## src/rtl/p2n_pkg.sv

```systemverilog
// Shared definitions for the perm-to-NOC response transmitter: command codes,
// FSM states and header byte construction.
package p2n_pkg;

    localparam logic [2:0] RD_RSP            = 3'b011;
    localparam logic [2:0] WR_RSP            = 3'b100;
    localparam logic [7:0] IDLE_BYTE_DEFAULT = 8'h00;

    typedef enum logic [1:0] {
        IDLE,
        HDR,
        DATA,
        STAT
    } state_t;

    function automatic logic [7:0] hdr_byte(input logic [2:0] code, input logic [2:0] cmd);
        return {2'b00, code, cmd};
    endfunction

endpackage

```

## src/rtl/p2n_fifo.sv

```systemverilog
// Synchronous byte FIFO with occupancy count, full/empty flags and a sticky
// overflow flag; active-low synchronous reset flushes it.
module p2n_fifo #(
    parameter  int DEPTH = 128,
    localparam int AW    = $clog2(DEPTH),
    localparam int CW    = AW + 1
) (
    input  logic          clk,
    input  logic          reset,
    input  logic          push,
    input  logic [7:0]    push_data,
    input  logic          pop,
    output logic [7:0]    pop_data,
    output logic [CW-1:0] count,
    output logic          full,
    output logic          empty,
    output logic          overflow
);

    localparam logic [AW-1:0] LAST = AW'(DEPTH - 1);

    logic [7:0]    mem [DEPTH];
    logic [AW-1:0] wr_ptr_reg;
    logic [AW-1:0] rd_ptr_reg;
    logic [CW-1:0] count_reg;
    logic          overflow_reg;
    logic          do_push;
    logic          do_pop;

    assign full     = (count_reg == CW'(DEPTH));
    assign empty    = (count_reg == '0);
    assign count    = count_reg;
    assign overflow = overflow_reg;
    assign pop_data = mem[rd_ptr_reg];

    // A pop in the same cycle frees the slot, so a push onto a full FIFO still lands.
    assign do_push = push && (!full || pop);
    assign do_pop  = pop && !empty;

    always_ff @(posedge clk) begin
        if (reset && do_push) begin
            mem[wr_ptr_reg] <= push_data;
        end
    end

    always_ff @(posedge clk) begin
        if (!reset) begin
            wr_ptr_reg   <= '0;
            rd_ptr_reg   <= '0;
            count_reg    <= '0;
            overflow_reg <= 1'b0;
        end else begin
            if (do_push) begin
                wr_ptr_reg <= (wr_ptr_reg == LAST) ? '0 : wr_ptr_reg + AW'(1);
            end
            if (do_pop) begin
                rd_ptr_reg <= (rd_ptr_reg == LAST) ? '0 : rd_ptr_reg + AW'(1);
            end
            if (push && !do_push) begin
                overflow_reg <= 1'b1;
            end
            case ({do_push, do_pop})
                2'b10:   count_reg <= count_reg + CW'(1);
                2'b01:   count_reg <= count_reg - CW'(1);
                default: count_reg <= count_reg;
            endcase
        end
    end

endmodule

```

## src/rtl/p2n_tx.sv

```systemverilog
// Response transmitter: serializes write acks and buffered read-data responses
// as header + payload byte frames toward the NOC.
module p2n_tx
    import p2n_pkg::*;
#(
    parameter int         FIFO_DEPTH = 128,
    parameter logic [7:0] IDLE_BYTE  = IDLE_BYTE_DEFAULT
) (
    input  logic       clk,
    input  logic       reset,
    input  logic       wr_en,
    input  logic [7:0] wr_data,
    output logic       fifo_full,
    output logic       fifo_overflow,
    input  logic       rsp_valid,
    output logic       rsp_ready,
    input  logic       rsp_kind,
    input  logic [2:0] rsp_dlen_code,
    input  logic [7:0] rsp_status,
    output logic       noc_from_dev_ctl,
    output logic [7:0] noc_from_dev_data,
    output logic       busy
);

    localparam int CW = $clog2(FIFO_DEPTH) + 1;

    state_t        state_reg;
    logic          kind_reg;
    logic [2:0]    code_reg;
    logic [7:0]    status_reg;
    logic [7:0]    byte_cnt_reg;
    logic          ctl_reg;
    logic [7:0]    data_reg;

    logic          fifo_pop;
    logic [7:0]    fifo_rd_data;
    logic [CW-1:0] fifo_count;
    logic          fifo_empty;
    logic [7:0]    req_len;
    logic          accept;
    logic [2:0]    acc_code;

    p2n_fifo #(.DEPTH(FIFO_DEPTH)) u_fifo (
        .clk       (clk),
        .reset     (reset),
        .push      (wr_en),
        .push_data (wr_data),
        .pop       (fifo_pop),
        .pop_data  (fifo_rd_data),
        .count     (fifo_count),
        .full      (fifo_full),
        .empty     (fifo_empty),
        .overflow  (fifo_overflow)
    );

    assign req_len   = 8'd1 << rsp_dlen_code;
    assign rsp_ready = reset && (state_reg == IDLE) &&
                       (!rsp_kind || (32'(fifo_count) >= 32'(req_len)));
    assign accept    = rsp_valid && rsp_ready;
    assign acc_code  = rsp_kind ? rsp_dlen_code : 3'b000;

    // The output register is loaded one cycle ahead, so the pop that fetches a
    // payload byte happens on the edge that puts it on the bus.
    assign fifo_pop = !fifo_empty &&
                      (((state_reg == HDR) && kind_reg) ||
                       ((state_reg == DATA) && (byte_cnt_reg != 8'd1)));

    assign noc_from_dev_ctl  = ctl_reg;
    assign noc_from_dev_data = data_reg;
    assign busy              = (state_reg != IDLE);

    always_ff @(posedge clk) begin
        if (!reset) begin
            state_reg    <= IDLE;
            kind_reg     <= 1'b0;
            code_reg     <= 3'b000;
            status_reg   <= 8'h00;
            byte_cnt_reg <= 8'h00;
            ctl_reg      <= 1'b1;
            data_reg     <= IDLE_BYTE;
        end else begin
            case (state_reg)
                IDLE: begin
                    if (accept) begin
                        kind_reg   <= rsp_kind;
                        code_reg   <= acc_code;
                        status_reg <= rsp_status;
                        state_reg  <= HDR;
                        ctl_reg    <= 1'b1;
                        data_reg   <= hdr_byte(acc_code, rsp_kind ? RD_RSP : WR_RSP);
                    end
                end
                HDR: begin
                    ctl_reg <= 1'b0;
                    if (kind_reg) begin
                        state_reg    <= DATA;
                        byte_cnt_reg <= 8'd1 << code_reg;
                        data_reg     <= fifo_rd_data;
                    end else begin
                        state_reg <= STAT;
                        data_reg  <= status_reg;
                    end
                end
                DATA: begin
                    if (byte_cnt_reg == 8'd1) begin
                        state_reg <= IDLE;
                        ctl_reg   <= 1'b1;
                        data_reg  <= IDLE_BYTE;
                    end else begin
                        byte_cnt_reg <= byte_cnt_reg - 8'd1;
                        data_reg     <= fifo_rd_data;
                    end
                end
                STAT: begin
                    state_reg <= IDLE;
                    ctl_reg   <= 1'b1;
                    data_reg  <= IDLE_BYTE;
                end
                default: begin
                    state_reg <= IDLE;
                    ctl_reg   <= 1'b1;
                    data_reg  <= IDLE_BYTE;
                end
            endcase
        end
    end

endmodule

```

## config.mk

```make
export PLATFORM = sky130hd
export DESIGN_NAME = p2n_tx
export DESIGN_NICKNAME = d
export VERILOG_FILES = /design/src/rtl/p2n_pkg.sv /design/src/rtl/p2n_fifo.sv /design/src/rtl/p2n_tx.sv
export SDC_FILE = /design/constraint.sdc
export NUM_CORES = 1
export LEC_CHECK = 0
export CAP_MARGIN = 20
export CORE_UTILIZATION = 60
export CTS_BUF_LIST = sky130_fd_sc_hd__clkbuf_8
export DETAILED_ROUTE_END_ITERATION = 10
export PLACE_DENSITY = 0.76
export SLEW_MARGIN = 20
export SYNTH_ARGS = -nofsm -noshare
export SYNTH_HDL_FRONTEND = slang
export SYNTH_SLANG_ARGS = --single-unit
```

## constraint.sdc

```tcl
create_clock -name clk -period 7.1 [get_ports clk]
set_input_delay 1.42 -clock clk [delete_from_list [all_inputs] [get_ports clk]]
set_output_delay 1.42 -clock clk [all_outputs]
set_load 0.02 [all_outputs]
```

* Word-level counts from Yosys, hierarchy flattened *
Memory sizes are Yosys's and may differ from the RTL's. A register that Yosys moved wholly into a read port is not among the register bits.
Cells that the tools add are included.

storage, ports and cells
  register bits after elaboration = 54
  RAM bits = 1024
  input port bits = 24
  word-level logic and storage cells = 82
  memories kept = 1

memory list
  memory      depth  width  rd ports  clocked after memory_dff  write ports  line            RTL
  u_fifo.mem  128    8      1         1                         1            p2n_fifo.sv:22  logic [7:0] mem [DEPTH];

operators by class
  add/sub/neg operators = 5
  magnitude comparators = 1
  eq/ne operators = 14
  shift operators = 2
  muxes and demuxes = 23
  reduce and logical (&&, ||, !) cells = 25

operators by type and width
  kind                                                                   count
  8-bit 2-to-1 mux                                                       5
  8-bit one-hot mux with 2 select lines                                  2
  8-bit one-hot mux with 4 select lines                                  1
  7-bit 2-to-1 mux                                                       4
  1-bit by 3-bit << shifter with 8-bit output, first input constant      2
  8-bit by 1-bit subtractor with 8-bit output, second input constant     2
  7-bit by 1-bit adder with 7-bit output, second input constant          2
  7-bit equality test, second input constant                             2
  1-bit logical AND                                                      10
  8-bit by 1-bit adder with 8-bit output, second input constant          1
  8-bit by 1-bit equality test with 1-bit output, second input constant  1
  8-bit equality test, second input constant                             1
  8-bit greater-or-equal comparator                                      1
  8-bit zero test                                                        1
  8-bit by 1-bit != test with 1-bit output, second input constant        1
  2-bit one-hot mux with 4 select lines                                  1
  2-bit equality test, second input constant                             3
  3-bit 2-to-1 mux                                                       2
  2-bit != test, second input constant                                   3
  2-bit nonzero test                                                     3
  1-bit 2-to-1 mux                                                       5
  2-bit by 1-bit equality test with 1-bit output, second input constant  2
  1-bit zero test                                                        4
  2-bit 2-to-1 mux                                                       2
  6 further kinds                                                        9

* Longest topological paths before layout *
  word-level depth = 9
  gate-level depth with buffers = 15

* By module *
From an unflattened synthesis, not the netlist that was laid out.

second synthesis, totals
  cells, all modules = 2252
  area, all modules = 43092.6 µm²

by module, submodules not included
  module    times used  cells an instance  area each (µm²)
  p2n_fifo  1           2029               41243.3
  p2n_tx    1           223                1849.3

* Worst setup path after synthesis *
OpenSTA, ideal clock, no wires.

  path kind = input to output
  start point = in rsp_dlen_code[2]
  end point = out rsp_ready
  arrival = 3373 ps
  path slack = 2307 ps
  stages on the path = 7
  buffers on the path = 1
  cell sequence = clkbuf_1 or3b_2 ha_1 a211oi_1 o21ai_0 a21oi_1 nor4_1

on the way
  longest elaborated chain between the ends = 4

RTL lines
  what                                         line          RTL
  from (decl)                                  p2n_tx.sv:18  input logic [2:0] rsp_dlen_code,
  1-bit by 3-bit << shifter with 8-bit output  p2n_tx.sv:56  assign req_len = 8'd1 << rsp_dlen_code;
  8-bit greater-or-equal comparator            p2n_tx.sv:58  (!rsp_kind || (32'(fifo_count) >= 32'(req_len)));
  1-bit logical OR                             p2n_tx.sv:58
  1-bit logical AND                            p2n_tx.sv:57  assign rsp_ready = reset && (state_reg == IDLE) &&
  to (decl)                                    p2n_tx.sv:16  output logic rsp_ready,

No other way between the ends.

* Worst setup path after layout *
Ends and elaborated chain as after synthesis.

==> impl_metrics.toml <==
[timing]
holdWs_ns = 0.477
final_report_hold_violation_count = 0
timing.final.setup_violations = 0
slew_violations = 0
period_minus_slack_ns = 5.58
layout_worst_path_cycle_share = 0.786
setup-tns-final_ns = 0
skew_ns = 0.0199
worst_slew_margin_rel = 0.271
layout_setup_ws_ns = 1.52
grt_setup_unrepaired = "false"
achievable-frequency_mhz = 179
actual_transition_at_the_worst_max_transition_pin_ns = 1.07

[critical_path]
critical_path.max_stage_delay_ns = 0.67
cp-start-kind = "primary input"
regToRegStartpoint = "byte_cnt_reg[2]"
cp_data_arrival_time_ns = 4.16
timing.critical_path.cells = "clkdlybuf4s50_1, or3b_2, ha_1, a211oi_1, o21ai_0, a21oi_1, nor4_1, clkdlybuf4s50_1"
timing.critical_path.max_delay_family = "buffers and inverters"
max_stage_delay_cell_worst_path = "sky130_fd_sc_hd__clkdlybuf4s50_1"
crit_required_ns = 5.68
critPathMaxFanout = 10
buffers_inverters_on_critical_path = 2
worstSetupStartpoint = "rsp_dlen_code[2]"
crit_top_cell = "sky130_fd_sc_hd__clkdlybuf4s50_1"
timing_worst_setup_path_type = "in -> out"
cp-end-kind = "output port"

[route]
wl_met2_mm = 48.4
drtIter0Drc = 3085
vias_per_cell = 6.74
met3_wirelength_mm = 11.5
drc = 0
wl_per_cell_um = 30.6
detailed_routing_wirelength_on_met1_mm = 39.6
routed_wl_mm = 103
drt-pass1-iter-count = 7
ant_nets = 0
num_vias = 22800
top_signal_layer_used = "met4"

[finish]
area_of_combinational_cells_with_multiple_inputs_sq_mm = 0.0102
fillCellCount = 4529
fin_cells = 3376
final_nets = 2353
stdcell_area_sq_mm = 0.0472
top_register = "u_fifo.mem"
seqCellArea_sq_mm = 0.0320
max_ffs_per_register = 1024
syn_to_final_growth_pct = 9.87
drive_above_1_share = 0.228

[synth]
synth_area_per_cell_sq_um = 19.7
synth_seq_cells = 1085
syn-instance-count = 2184
synth_top_cells_by_area = "sky130_fd_sc_hd__edfxtp_1 (72%), sky130_fd_sc_hd__mux4_2 (14%), sky130_fd_sc_hd__dfxtp_1 (2.8%), sky130_fd_sc_hd__nor2_1 (1.8%), sky130_fd_sc_hd__mux2i_1 (0.89%)"
synth.net_count = 2228
synth_top_cell_by_area = "sky130_fd_sc_hd__edfxtp_1"
main_synth_ff_type = "sky130_fd_sc_hd__edfxtp_1"
synth-seq-area-share = 0.744
cell_area_synth_sq_mm = 0.0430
synth_warnings = 0
yosysMostFrequentCell = "sky130_fd_sc_hd__edfxtp_1"
synthDistinctLibCells = 68
synth_largest_type_area_fraction = 0.715
yosys-top-cells-count = "sky130_fd_sc_hd__edfxtp_1 (1,024), sky130_fd_sc_hd__mux4_2 (274), sky130_fd_sc_hd__nor2_1 (206), sky130_fd_sc_hd__nand2_1 (83), sky130_fd_sc_hd__dfxtp_1 (61)"
synth_enable_flop_cells = 1024
synth_async_sr_flop_share = 0

[place]
hpwlAfterDp_mm = 61.7
gp_congestion = 0.896
post_dp_cell_area_sq_mm = 0.0441
detailedPlace.worstSlack_ns = 1.55
count_of_buffers_from_port_buffering = 36
placed_cells = 3083

[floorplan]
rows = 97
initial_core_util = 0.611
die-height_um = 270
placeableCoreArea_sq_mm = 0.0704
total_die_area_sq_mm = 0.0727
io-pin-count = 37
chipWidth_um = 270

[power_and_ir_drop]
clock_power_share = 0.393
worst_ir_drop_vdd_mv = 0.214
share_comb_of_total_power = 0.042
switch_share = 0.222
pwr_per_cell_area_mw_per_mm2 = 264
p_sw_w = 0.00277
sequentialPowerShare = 0.565
p_leak_nw = 14.6
internal_w = 0.00970

[worst_hold_path]
hold_class = "reg -> reg"
hold_start = "u_fifo.overflow"

[clock_network]
worst_skew_pair.late_latency_ns = 0.84
cts_tree = "built"
total_cts_buffers = 164
post_cts_resize_count = 0
clockRootBuffer = "sky130_fd_sc_hd__clkbuf_8"
h_tree_lvls = 4
cts_buffer_depth = 3
clock_sink_count = 1085
cts_post_setup_buffers_inserted = 0
cts_hold_buf = 0
clock_pin_transition_on_the_worst_setup_and_hold_timing_paths_ns = 0.06

[global_route]
first_global_vias = 22800
pin_count_of_the_biggest_net_entering_global_routing = 94
groute.usage.overall = 0.290
antenna_found_initial = 1
grt-ovfl-total = 0
grt_pass1_wl_mm = 152

[status]
result_of_the_run = "finished, final reports clean"

[flow_run]
max_cap_violations = 0
final timing paths:
kind                          end  slack, ns  depth (start not counted)
hold / removal    u_fifo.overflow       0.48                          2
setup reg to reg  u_fifo.count[7]       2.85                         13
setup / recovery        rsp_ready       1.52                          8
hold reg to reg   u_fifo.overflow       0.48                          2
routing by layer:
layer  vias to the layer above  GRT usage
met1                     11800      0.416
li1                       9201          -
met2                      1500      0.435
met5                         -          0
met4                         0      0.114
met3                       261     0.0702
cells in the final DEF (no fill, tap or decap), types with 7 or more instances in the layout:
| master | synthesis | final |
|---|---|---|
| sky130_fd_sc_hd__clkbuf_8 | 0 | 169 |
| sky130_fd_sc_hd__inv_1 | 21 | 58 |
| sky130_fd_sc_hd__or3_1 | 9 | 9 |
| sky130_fd_sc_hd__a21oi_1 | 42 | 42 |
| sky130_fd_sc_hd__mux4_2 | 274 | 274 |
| sky130_fd_sc_hd__a22oi_1 | 36 | 36 |
| sky130_fd_sc_hd__nand2b_1 | 8 | 8 |
| sky130_fd_sc_hd__dfxtp_1 | 61 | 56 |
| sky130_fd_sc_hd__nand2_1 | 83 | 83 |
| sky130_fd_sc_hd__clkinv_1 | 0 | 45 |
| sky130_fd_sc_hd__a211oi_1 | 9 | 9 |
| sky130_fd_sc_hd__ha_1 | 19 | 19 |
| sky130_fd_sc_hd__mux2i_1 | 38 | 38 |
| sky130_fd_sc_hd__and2_1 | 7 | 7 |
| sky130_fd_sc_hd__clkdlybuf4s50_1 | 0 | 28 |
| sky130_fd_sc_hd__nor2b_1 | 22 | 22 |
| sky130_fd_sc_hd__xor2_1 | 7 | 7 |
| sky130_fd_sc_hd__nand4_1 | 16 | 16 |
| sky130_fd_sc_hd__nor4_1 | 8 | 8 |
| sky130_fd_sc_hd__o21ai_0 | 22 | 22 |
| sky130_fd_sc_hd__edfxtp_1 | 1024 | 1024 |
| sky130_fd_sc_hd__buf_4 | 21 | 48 |
| sky130_fd_sc_hd__nor3_1 | 24 | 23 |
| sky130_fd_sc_hd__bufinv_16 | 0 | 7 |
| sky130_fd_sc_hd__nor2_1 | 206 | 206 |
| sky130_fd_sc_hd__nand3_1 | 26 | 26 |
| sky130_fd_sc_hd__clkinv_2 | 0 | 16 |
tightest hold or removal path, stage by stage, from the launching register on:
cell and delay, ns:
sky130_fd_sc_hd__dfxtp_1 0.32, sky130_fd_sc_hd__a31oi_1 0.04, sky130_fd_sc_hd__nor2_1 0.07
power by group through the flow:
stage,registers (W),clock network (W),logic (W)
floorplan,0.00717,0,0.000310
global placement,0.00718,0,0.000506
detailed placement,0.00718,0,0.000522
CTS,0.00704,0.00493,0.000525
global route,0.00704,0.00518,0.000557
finish,0.00704,0.00489,0.000528
kinds of logic (layout without fill, tap and decap cells):
family,after synthesis,after routing,synth area share
DFF,1085,1085,0.744
AOI/OAI and AO/OA,175,175,0.0290
xor gates and xnor gates,12,12,0.00245
adders and majority gates,20,20,0.00600
and+or+nand+nor,432,432,0.0451
buffers and inverters,142,392,0.0195
muxes,318,318,0.154
other,0,2,0
per-stage QoR:
stage	utilization	total power (W)
2_1_floorplan	-	0.00748
3_3_place_gp	0.627	0.00768
3_5_place_dp	0.627	0.00770
4_1_cts	0.671	0.0125
5_1_grt	0.671	0.0128
6_report	0.671	0.0125
layout make-up:
cell class                      instances  area share
Sequential cell                      1085       0.677
Multi-Input combinational cell        957       0.215
Clock buffer                          169      0.0493
Tap cell                              940      0.0249
Clock inverter                        122      0.0160
Timing Repair Buffer                   80      0.0153
Inverter                               21     0.00167
Antenna cell                            2    0.000106
Power figures use the tool's default switching activity.
